==> config.mk <==
export PLATFORM = sky130hd
export DESIGN_NAME = fetch_stage
export DESIGN_NICKNAME = d
export VERILOG_FILES = /design/src/rtl/fetch_stage.sv
export SDC_FILE = /design/constraint.sdc
export NUM_CORES = 1
export LEC_CHECK = 0
export CAP_MARGIN = 30
export CORE_MARGIN = 5
export CORE_UTILIZATION = 32
export DETAILED_ROUTE_END_ITERATION = 16
export SLEW_MARGIN = 20
export SYNTH_ARGS = -nofsm -noshare
export SYNTH_HDL_FRONTEND = slang
export SYNTH_SLANG_ARGS = --single-unit
==> constraint.sdc <==
create_clock -name i_clk -period 5.4 [get_ports i_clk]
set_clock_uncertainty 0.15 [all_clocks]
set_input_delay 1.35 -clock i_clk [delete_from_list [all_inputs] [get_ports i_clk]]
set_output_delay 1.35 -clock i_clk [all_outputs]
set_load 0.005 [all_outputs]
==> src/rtl/fetch_stage.sv <==
// Instruction fetch stage: issues PC requests to instruction memory over a
// req/ack handshake, captures the returned word into an output register that
// decode drains via valid/ready, drives the PC load enable, discards responses
// that belong to a flushed path and raises a sticky timeout flag.
//
// Handshakes:
//   imem: a request (o_imem_req, o_imem_addr) is held stable from the cycle
//         it rises through its ack cycle inclusive; an ack is honoured in any
//         cycle where o_imem_req=1, including the first one.
//   inst: a transfer happens in every cycle with o_inst_valid && i_inst_ready;
//         o_inst/o_inst_pc are stable while o_inst_valid=1 and not accepted.
module fetch_stage #(
  parameter int TIMEOUT = 15
) (
  input  logic        i_clk,
  input  logic        i_rst,
  input  logic [31:0] i_pc,
  output logic        o_pc_en,
  input  logic        i_flush,
  output logic        o_imem_req,
  output logic [31:0] o_imem_addr,
  input  logic        i_imem_ack,
  input  logic [31:0] i_imem_rdata,
  output logic        o_inst_valid,
  input  logic        i_inst_ready,
  output logic [31:0] o_inst,
  output logic [31:0] o_inst_pc,
  output logic        o_fetch_err,
  output logic [1:0]  o_state
);

  typedef enum logic [1:0] {
    ST_IDLE  = 2'd0,
    ST_FETCH = 2'd1,
    ST_HOLD  = 2'd2,
    ST_DROP  = 2'd3
  } state_t;

  state_t      r_state;
  state_t      w_state_next;
  logic [31:0] r_req_addr;
  logic        r_inst_valid;
  logic [31:0] r_inst;
  logic [31:0] r_inst_pc;
  logic [7:0]  r_to_cnt;
  logic [7:0]  w_to_cnt_next;
  logic        r_fetch_err;
  logic        w_capture;
  logic        w_clear_valid;

  assign o_state      = r_state;
  assign o_inst_valid = r_inst_valid;
  assign o_inst       = r_inst;
  assign o_inst_pc    = r_inst_pc;
  assign o_fetch_err  = r_fetch_err;

  // State register; reset drops any outstanding request immediately.
  always_ff @(posedge i_clk or posedge i_rst) begin
    if (i_rst) r_state <= ST_IDLE;
    else       r_state <= w_state_next;
  end

  // Next-state, memory request, PC enable and capture/clear strobes.
  always_comb begin
    w_state_next  = r_state;
    o_imem_req    = 1'b0;
    o_imem_addr   = 32'd0;
    o_pc_en       = 1'b0;
    w_capture     = 1'b0;
    w_clear_valid = i_flush;
    case (r_state)
      ST_IDLE: w_state_next = ST_FETCH;
      ST_FETCH: begin
        o_imem_req  = 1'b1;
        o_imem_addr = i_pc;
        if (i_imem_ack && !i_flush) begin
          o_pc_en      = 1'b1;
          w_capture    = 1'b1;
          w_state_next = ST_HOLD;
        end else if (!i_imem_ack && i_flush) begin
          // The request cannot be withdrawn; finish it and throw the data away.
          w_state_next = ST_DROP;
        end
      end
      ST_HOLD: begin
        if (i_flush || (r_inst_valid && i_inst_ready)) begin
          w_clear_valid = 1'b1;
          w_state_next  = ST_FETCH;
        end
      end
      ST_DROP: begin
        o_imem_req  = 1'b1;
        o_imem_addr = r_req_addr;
        if (i_imem_ack) w_state_next = ST_FETCH;
      end
      default: w_state_next = ST_IDLE;
    endcase
  end

  // Remember the address of the request issued from FETCH so DROP can keep it stable.
  always_ff @(posedge i_clk or posedge i_rst) begin
    if (i_rst)                    r_req_addr <= 32'd0;
    else if (r_state == ST_FETCH) r_req_addr <= i_pc;
  end

  // Output holding register; inst/inst_pc keep stale values when valid drops.
  always_ff @(posedge i_clk or posedge i_rst) begin
    if (i_rst) begin
      r_inst_valid <= 1'b0;
      r_inst       <= 32'd0;
      r_inst_pc    <= 32'd0;
    end else if (w_capture) begin
      r_inst_valid <= 1'b1;
      r_inst       <= i_imem_rdata;
      r_inst_pc    <= i_pc;
    end else if (w_clear_valid) begin
      r_inst_valid <= 1'b0;
    end
  end

  // Count consecutive unacknowledged request cycles, saturating at 255.
  always_comb begin
    w_to_cnt_next = r_to_cnt;
    if (o_imem_req) begin
      if (i_imem_ack)              w_to_cnt_next = 8'd0;
      else if (r_to_cnt != 8'hFF)  w_to_cnt_next = r_to_cnt + 8'd1;
    end
  end

  // Timeout counter and sticky error flag (cleared only by reset).
  always_ff @(posedge i_clk or posedge i_rst) begin
    if (i_rst) begin
      r_to_cnt    <= 8'd0;
      r_fetch_err <= 1'b0;
    end else begin
      r_to_cnt <= w_to_cnt_next;
      if (w_to_cnt_next >= 8'(TIMEOUT)) r_fetch_err <= 1'b1;
    end
  end

endmodule

# Word-level counts from Yosys, hierarchy flattened
# Index checks and enable logic that the tools add are counted.
# classes
addsub	1
n_lt_le_gt_ge	1
n_eq_ne	7
muxes	16
reduce_logical	10
# op_table
cell	count
case mux 32 bit (2 select lines)	1
two-way mux 8 bit	3
adder 8 x 1 -> 8 bit, second input constant	1
greater-or-equal comparator 8 x 4 -> 1 bit, second input constant	1
two-way mux 2 bit	4
inequality test 8 bit, second input constant	1
case mux 2 bit (4 select lines)	1
two-way mux 1 bit	7
equality test 2 bit, second input constant	2
inequality test 2 bit, second input constant	2
logical AND 1 bit	3
inequality test 3 bit, second input constant	1
AND reduction 3 bit	1
equality test 2 x 1 -> 1 bit, second input constant	1
logical NOT 1 bit	2
logical NOT 2 bit	1
nonzero test 2 bit	1
OR reduction 2 bit	1
logical OR 1 bit	1
# totals
regBits	108
inputBits	69

# Longest topological paths before layout
# Gate-level depths: netlist of run 1.
# depth
ltp_word	6
depth_mapped	9
depth_no_buf	6

# Least setup slack after synthesis of run 1
# OpenSTA, ideal clock, no wires.
# synth_timing
path_type	input to output
start	input i_flush
end	output o_pc_en
arrival_ps	1935
required_ps	3900
setup_slack_ps	1965
cell_stages	5
path_buffers	1
cell_sequence	inv_1 -> ha_1 -> nand2_1 -> inv_2 -> clkbuf_1
# synth_via
elab_chain_len	4
# synth_lines
element	line	rtl
start: declaration	19	input logic i_flush,
logical NOT 1 bit	76	if (i_imem_ack && !i_flush) begin
logical AND 1 bit	76	
two-way mux 1 bit	76	
two-way mux 1 bit	71	case (r_state)
end: declaration	18	output logic o_pc_en,
# No other way between the ends.

# Final worst setup path of run 1
# layout_timing
start	input i_imem_ack
end	output o_pc_en
# layout_via
elab_chain_len	3
# layout_lines
element	line	rtl
start: declaration	22	input logic i_imem_ack,
logical AND 1 bit	76	
two-way mux 1 bit	76	
two-way mux 1 bit	71	
# No other way between the ends.

==> flow_metrics.env, run 1 <==
export IMPL_outcome="finished, final reports clean"
export IMPL_grt_usage_pct=15.7
export IMPL_p_comb_share_pct=42.4
export IMPL_grt_ovfl_total=0
export IMPL_peakVddDrop_mv=0.195
export IMPL_syn_to_final_growth_pct=43.4
export IMPL_yosysWarnings=0
export IMPL_initial_core_util_pct=32.4
export IMPL_synth_seq_area_share_pct=55.3
export IMPL_clock_sinks=108
export IMPL_arrival_ps=2850
export IMPL_ctsHoldBuffers=0
export IMPL_hpwl_um=9330
export IMPL_die_y_um=134
export IMPL_drv_slew=0
export IMPL_power_internal_mw=2.33
export IMPL_antenna_cells=0
export IMPL_switchingPower_mw=1.12
export IMPL_via_per_inst=4.56
export IMPL_postSynthCellCount=557
export IMPL_synth_edff_count=0
export IMPL_synth_nets=628
export IMPL_endpoint_kind="primary output"
export IMPL_p_seq_share_pct=39.3
export IMPL_antenna_found_initial=0
export IMPL_grt_pass1_wl_um=22500
export IMPL_drive_above_1_share_pct=4.61
export IMPL_synthFlopType="dfrtp_1"
export IMPL_syn_cell_area_um2=4880
export IMPL_startpoint_type="input port"
export IMPL_insertion_delay_ps=350
export IMPL_avgSynthCellArea_um2=8.77
export IMPL_vias=4119
export IMPL_synth_top_area_cell="dfrtp_1"
export IMPL_power_density_nw_per_um2=491
export IMPL_ys_ff_latch=108
export IMPL_drt_pass1_iterations=4
export IMPL_synth_cell_types=37
export IMPL_async_flop_share_pct=100
export IMPL_fin_crit_ps=4350
export IMPL_core_um2=15100
export IMPL_post_cts_buffers=0
export IMPL_netSwitchingFraction_pct=32.4
export IMPL_wire_per_inst_um=15.2
export IMPL_clock_path_buffers=2
export IMPL_final_nets=782
export IMPL_utilization_pct=46.4
export IMPL_io_buffers=170
export IMPL_cts_tree="built"
export IMPL_finalSetupViolCount=0
export IMPL_io_pins=171
export IMPL_grt_setup_unrepaired="no"
export IMPL_ctsResizeCount=0
export IMPL_h_tree_depth=3
export IMPL_leakage_nw=3.37
export IMPL_finalWirelength_um=13700
export IMPL_gp_congestion=0.808
export IMPL_worst_pin_slew_ps=852
export IMPL_crit_top_cell="clkdlybuf4s50_1"
export IMPL_p_clk_share_pct=18.3
export IMPL_first_iter_violations=196
export IMPL_die_x_um=134
export IMPL_p_total_mw=3.44
export IMPL_cpMaxStageDelayCell="clkdlybuf4s50_1"
export IMPL_cp_required_ps=3900
export IMPL_clk_pin_slew_worst_paths_ps=70
export IMPL_synth_top_cell_area_share_pct=55.3
export IMPL_cap_violations=0
export IMPL_drc=0
export IMPL_ant_nets=0
export IMPL_synthTopCellsByArea="dfrtp_1 (55%), nand2_1 (23%), mux2i_1 (6.6%), nor2b_1 (4.5%), buf_2 (2.0%)"
export IMPL_clock_root_buffer="clkbuf_16"
export IMPL_hold_violations=0
export IMPL_numCtsBuffers=9
export IMPL_die_area_um2=17800
export IMPL_cp_cell_sequence="clkdlybuf4s50_1, ha_1, nand2_2, inv_2, clkdlybuf4s50_1"
export IMPL_slew_headroom_pct=43.1
export IMPL_first_global_vias=4353
export IMPL_hold_path_class="flop to flop"
export IMPL_fp_row_count=45
export IMPL_critPathKind="input port to primary output"
export IMPL_post_route_period_util_pct=80.6
export IMPL_fin_tns_setup_ps=0
export IMPL_worstPathMaxFanout=6
export IMPL_grt_max_degree=65
export IMPL_timing_fmax_ghz=0.230
export IMPL_critPathMaxStageDelay_ps=580
==> path summary, 6_finish.rpt <==
kind,startpoint,to,slack [ps],cells after the start
max,i_imem_ack,o_pc_en,1050,5
min,o_inst[3]$_DFFE_PP0P_,o_inst[3]$_DFFE_PP0P_,320,2
max in group asynchronous,i_rst,o_inst_pc[24]$_DFFE_PP0P_,2870,3
min in group asynchronous,i_rst,o_inst_pc[16]$_DFFE_PP0P_,1340,2
min reg2reg,o_inst[3]$_DFFE_PP0P_,o_inst[3]$_DFFE_PP0P_,320,2
max reg2reg,o_state[1]$_DFFE_PP0P_,o_inst[8]$_DFFE_PP0P_,2770,6
==> layout by cell type (no fill, tap or decap), types with 2 or more instances in the layout <==
master and n:
nor2b_1 34, nand2_1 294, a21oi_1 4, nor3_2 2, mux2i_1 32, nand3_1 3
buf_4 7, clkdlybuf4s50_1 170, o21ai_0 7, nor2_1 5, dfrtp_1 107, inv_1 4
clkbuf_8 2, and3_1 2, clkinv_2 3, a31oi_1 3, clkbuf_16 9, ha_1 2
==> through the flow <==
step | area [um^2] | hold slack (ps) | std cells | worst slack (ps)
finish | 7000 | 322 | 904 | 1050
global route | 7000 | 348 | 904 | 978
CTS | 7000 | 329 | 904 | 1050
detailed placement | 6720 | 312 | 888 | 1060
global placement | 6720 | 307 | 888 | 1080
floorplan | 4880 | 295 | 557 | 1050
==> power groups by stage <==
stage	clock network, mW	registers (mW)	logic (mW)
floorplan	0	1.34	0.602
global placement	0	1.35	1.48
detailed placement	0	1.37	1.49
CTS	0.653	1.36	1.50
global route	0.690	1.40	1.62
finish	0.630	1.35	1.46
==> cells by family (layout without fill, tap and decap cells) <==
kind of cell / Yosys count / after routing / share of synthesized area [%]
DFF: 108 / 108 / 55.3
AOI/OAI and AO/OA: 25 / 25 / 3.89
adders and majority gates: 2 / 2 / 0.512
muxes: 32 / 32 / 6.56
and+or+nand+nor: 350 / 350 / 29.9
buffers and inverters: 40 / 199 / 3.82
==> worst max-delay path: cells and delay by family <==
family,cells,cell delay [ps]
AND/OR/NAND/NOR,1,80
buffers and inverters,3,1180
adder cells (fa/ha/maj),1,250
==> registers in the layout, indices dropped and copies added (netlist names) <==
register	flops
o_inst	32
o_inst_pc	32
o_inst_valid	1
r_req_addr	32
o_fetch_err	1
r_to_cnt	8
o_state	2
==> layout make-up <==
class	count	area, um^2
clock buffers	12	256
inverters	6	25.0
well taps	188	235
fillers	1457	8090
flip-flops and latches	108	2700
clock inverters	4	23.8
repair buffers	177	1750
multi-input cells	409	2010
==> cells in the mapped netlist (2+ instances only) <==
| master | number |
|---|---|
| a21oi_1 | 4 |
| a31oi_1 | 3 |
| and3_1 | 2 |
| buf_2 | 20 |
| clkbuf_1 | 12 |
| dfrtp_1 | 108 |
| ha_1 | 2 |
| inv_1 | 5 |
| mux2i_1 | 32 |
| nand2_1 | 295 |
| nand3_1 | 3 |
| nor2_1 | 5 |
| nor2b_1 | 35 |
| nor3_2 | 2 |
| o21ai_0 | 7 |
==> per-layer routing <==
layer	GRT usage, %	part of all wire (%)	vias to the layer above
met5	0	0	-
met4	5.83	1.4	0
met3	6.12	8.7	13
met2	25.3	46	119
met1	18.9	44	1934
li1	-	-	2053
Power figures use the tool's default switching activity.
==> inputs of run 2 (changes only) <==
- clock period: 5.4 -> 3.5 ns (I/O delays scaled with it)
==> run 2 against run 1 <==
Sequential cell count unchanged; critical path depth up 1; worst setup slack worse by 830 ps.
==> flow_metrics.env, run 2 (synthesis gave the netlist of run 1 again) <==
export IMPL_die_x_um=134
export IMPL_finalSetupViolCount=0
export IMPL_wire_per_inst_um=15.2
export IMPL_critPathKind="input port to primary output"
export IMPL_cap_violations=0
export IMPL_drt_pass1_iterations=7
export IMPL_drc=0
export IMPL_power_density_nw_per_um2=756
export IMPL_worstPathMaxFanout=3
export IMPL_hold_violations=0
export IMPL_via_per_inst=4.60
export IMPL_drive_above_1_share_pct=5.15
export IMPL_post_cts_buffers=0
export IMPL_finalWirelength_um=13800
export IMPL_gp_congestion=0.824
export IMPL_clock_sinks=108
export IMPL_arrival_ps=2250
export IMPL_worst_pin_slew_ps=784
export IMPL_hold_path_class="flop to flop"
export IMPL_crit_top_cell="clkdlybuf4s50_1"
export IMPL_timing_fmax_ghz=0.305
export IMPL_post_route_period_util_pct=93.7
export IMPL_first_iter_violations=137
export IMPL_startpoint_type="input port"
export IMPL_ctsResizeCount=0
export IMPL_cp_cell_sequence="clkdlybuf4s50_1, inv_1, ha_1, nand2_2, inv_2, clkdlybuf4s50_1"
export IMPL_final_common_cell="nand2_1"
export IMPL_cp_required_ps=2470
export IMPL_mostFrequentLayoutCells="nand2_1 (294), clkdlybuf4s50_1 (170), dfrtp_1 (106), nor2b_1 (34), mux2i_1 (32)"
export IMPL_die_y_um=134
export IMPL_leakage_nw=3.38
export IMPL_hpwl_um=9660
export IMPL_vias=4176
export IMPL_setup_ws_ps=221
export IMPL_fp_row_count=45
export IMPL_cts_tree="built"
export IMPL_io_pins=171
export IMPL_grt_ovfl_total=0
export IMPL_core_um2=15100
export IMPL_h_tree_depth=3
export IMPL_clock_path_buffers=2
export IMPL_cpMaxStageDelayCell="clkdlybuf4s50_1"
export IMPL_grt_pass1_wl_um=22300
export IMPL_first_global_vias=4215
export IMPL_critPathMaxStageDelay_ps=490
export IMPL_endpoint_kind="primary output"
export IMPL_fin_tns_setup_ps=0
export IMPL_insertion_delay_ps=340
export IMPL_numCtsBuffers=9
export IMPL_design_area_um2=7050
export IMPL_clock_root_buffer="clkbuf_16"
export IMPL_slew_headroom_pct=47.6
export IMPL_final_nets=785
export IMPL_initial_core_util_pct=32.4
export IMPL_antenna_found_initial=0
export IMPL_postPlaceCellArea_um2=6780
export IMPL_ctsHoldBuffers=0
export IMPL_utilization_pct=46.7
export IMPL_die_area_um2=17800
export IMPL_clk_pin_slew_worst_paths_ps=70
export IMPL_grt_setup_unrepaired="no"
export IMPL_pre_cts_ws_ps=214
export IMPL_drv_slew=0
export IMPL_outcome="finished, final reports clean"
export IMPL_io_buffers=170
export IMPL_grt_max_degree=65
export IMPL_ant_nets=0
export IMPL_syn_to_final_growth_pct=44.3
export IMPL_antenna_cells=0
export IMPL_grt_usage_pct=15.5
export IMPL_peakVddDrop_mv=0.333
export IMPL_fin_crit_ps=3280
-- run 2: cell types whose count changed in the layout (fill, tap and decap cells not counted), sizes merged --
| cell | change |
|---|---|
| buf | +3 |
| inv | -1 |
| clkinv | -2 |
| clkinvlp | +3 |
-- run 2: final timing paths --
check | start | endpoint | slack [ps] | depth (start not counted)
max | i_flush | o_pc_en | 220 | 6
min | o_inst_pc[13]$_DFFE_PP0P_ | o_inst_pc[13]$_DFFE_PP0P_ | 320 | 2
max reg2reg | o_state[0]$_DFFE_PP0P_ | o_inst[11]$_DFFE_PP0P_ | 1170 | 6
min reg2reg | o_inst_pc[13]$_DFFE_PP0P_ | o_inst_pc[13]$_DFFE_PP0P_ | 320 | 2
max in group asynchronous | i_rst | o_inst[19]$_DFFE_PP0P_ | 1600 | 3
min in group asynchronous | i_rst | r_req_addr[10]$_DFFE_PP0P_ | 860 | 2
-- run 2: area by class of cell --
| cell class | count | area [um^2] |
|---|---|---|
| Fill cell | 1460 | 8040 |
| Sequential cell | 108 | 2710 |
| Clock buffer | 12 | 246 |
| Multi-Input combinational cell | 409 | 2010 |
| Clock inverter | 4 | 25.0 |
| Timing Repair Buffer | 180 | 1800 |
| Tap cell | 188 | 235 |
| Inverter | 6 | 26.3 |
-- run 2: power by group --
group	total, mW	internal (mW)	switching, mW
registers	2.08	1.77	0.310
logic	2.29	1.32	0.968
clock network	0.957	0.501	0.456
-- run 2: worst max-delay path, delay by kind of cell --
kind	cells	cell delay (ps)
adders and majority gates	1	210
buffers and inverters	4	1080
and+or+nand+nor	1	90
-- run 2: through the flow --
stage / std cells / power (mW) / hold slack (ps)
after global placement: 891 / 4.38 / 306
after detailed placement: 891 / 4.43 / 311
after global routing: 907 / 5.73 / 349
final: 907 / 5.33 / 324
after floorplan: 557 / 3.00 / 295
after CTS: 907 / 5.42 / 329
-- run 2: metal layers --
layer	part of all wire, %	vias to the layer above	GRT usage (%)	wire (um)
li1	-	2056	-	-
met1	44	1968	19.3	6000
met2	45	139	24.5	6220
met3	10	13	6.76	1370
met4	1.3	0	4.91	176
met5	0	-	0	0
==> inputs of run 3 (changes only) <==
- ABC_AREA: unset -> 0
==> results of run 3 <==
The final DEF is identical to that of run 2; final timing and power are the same.
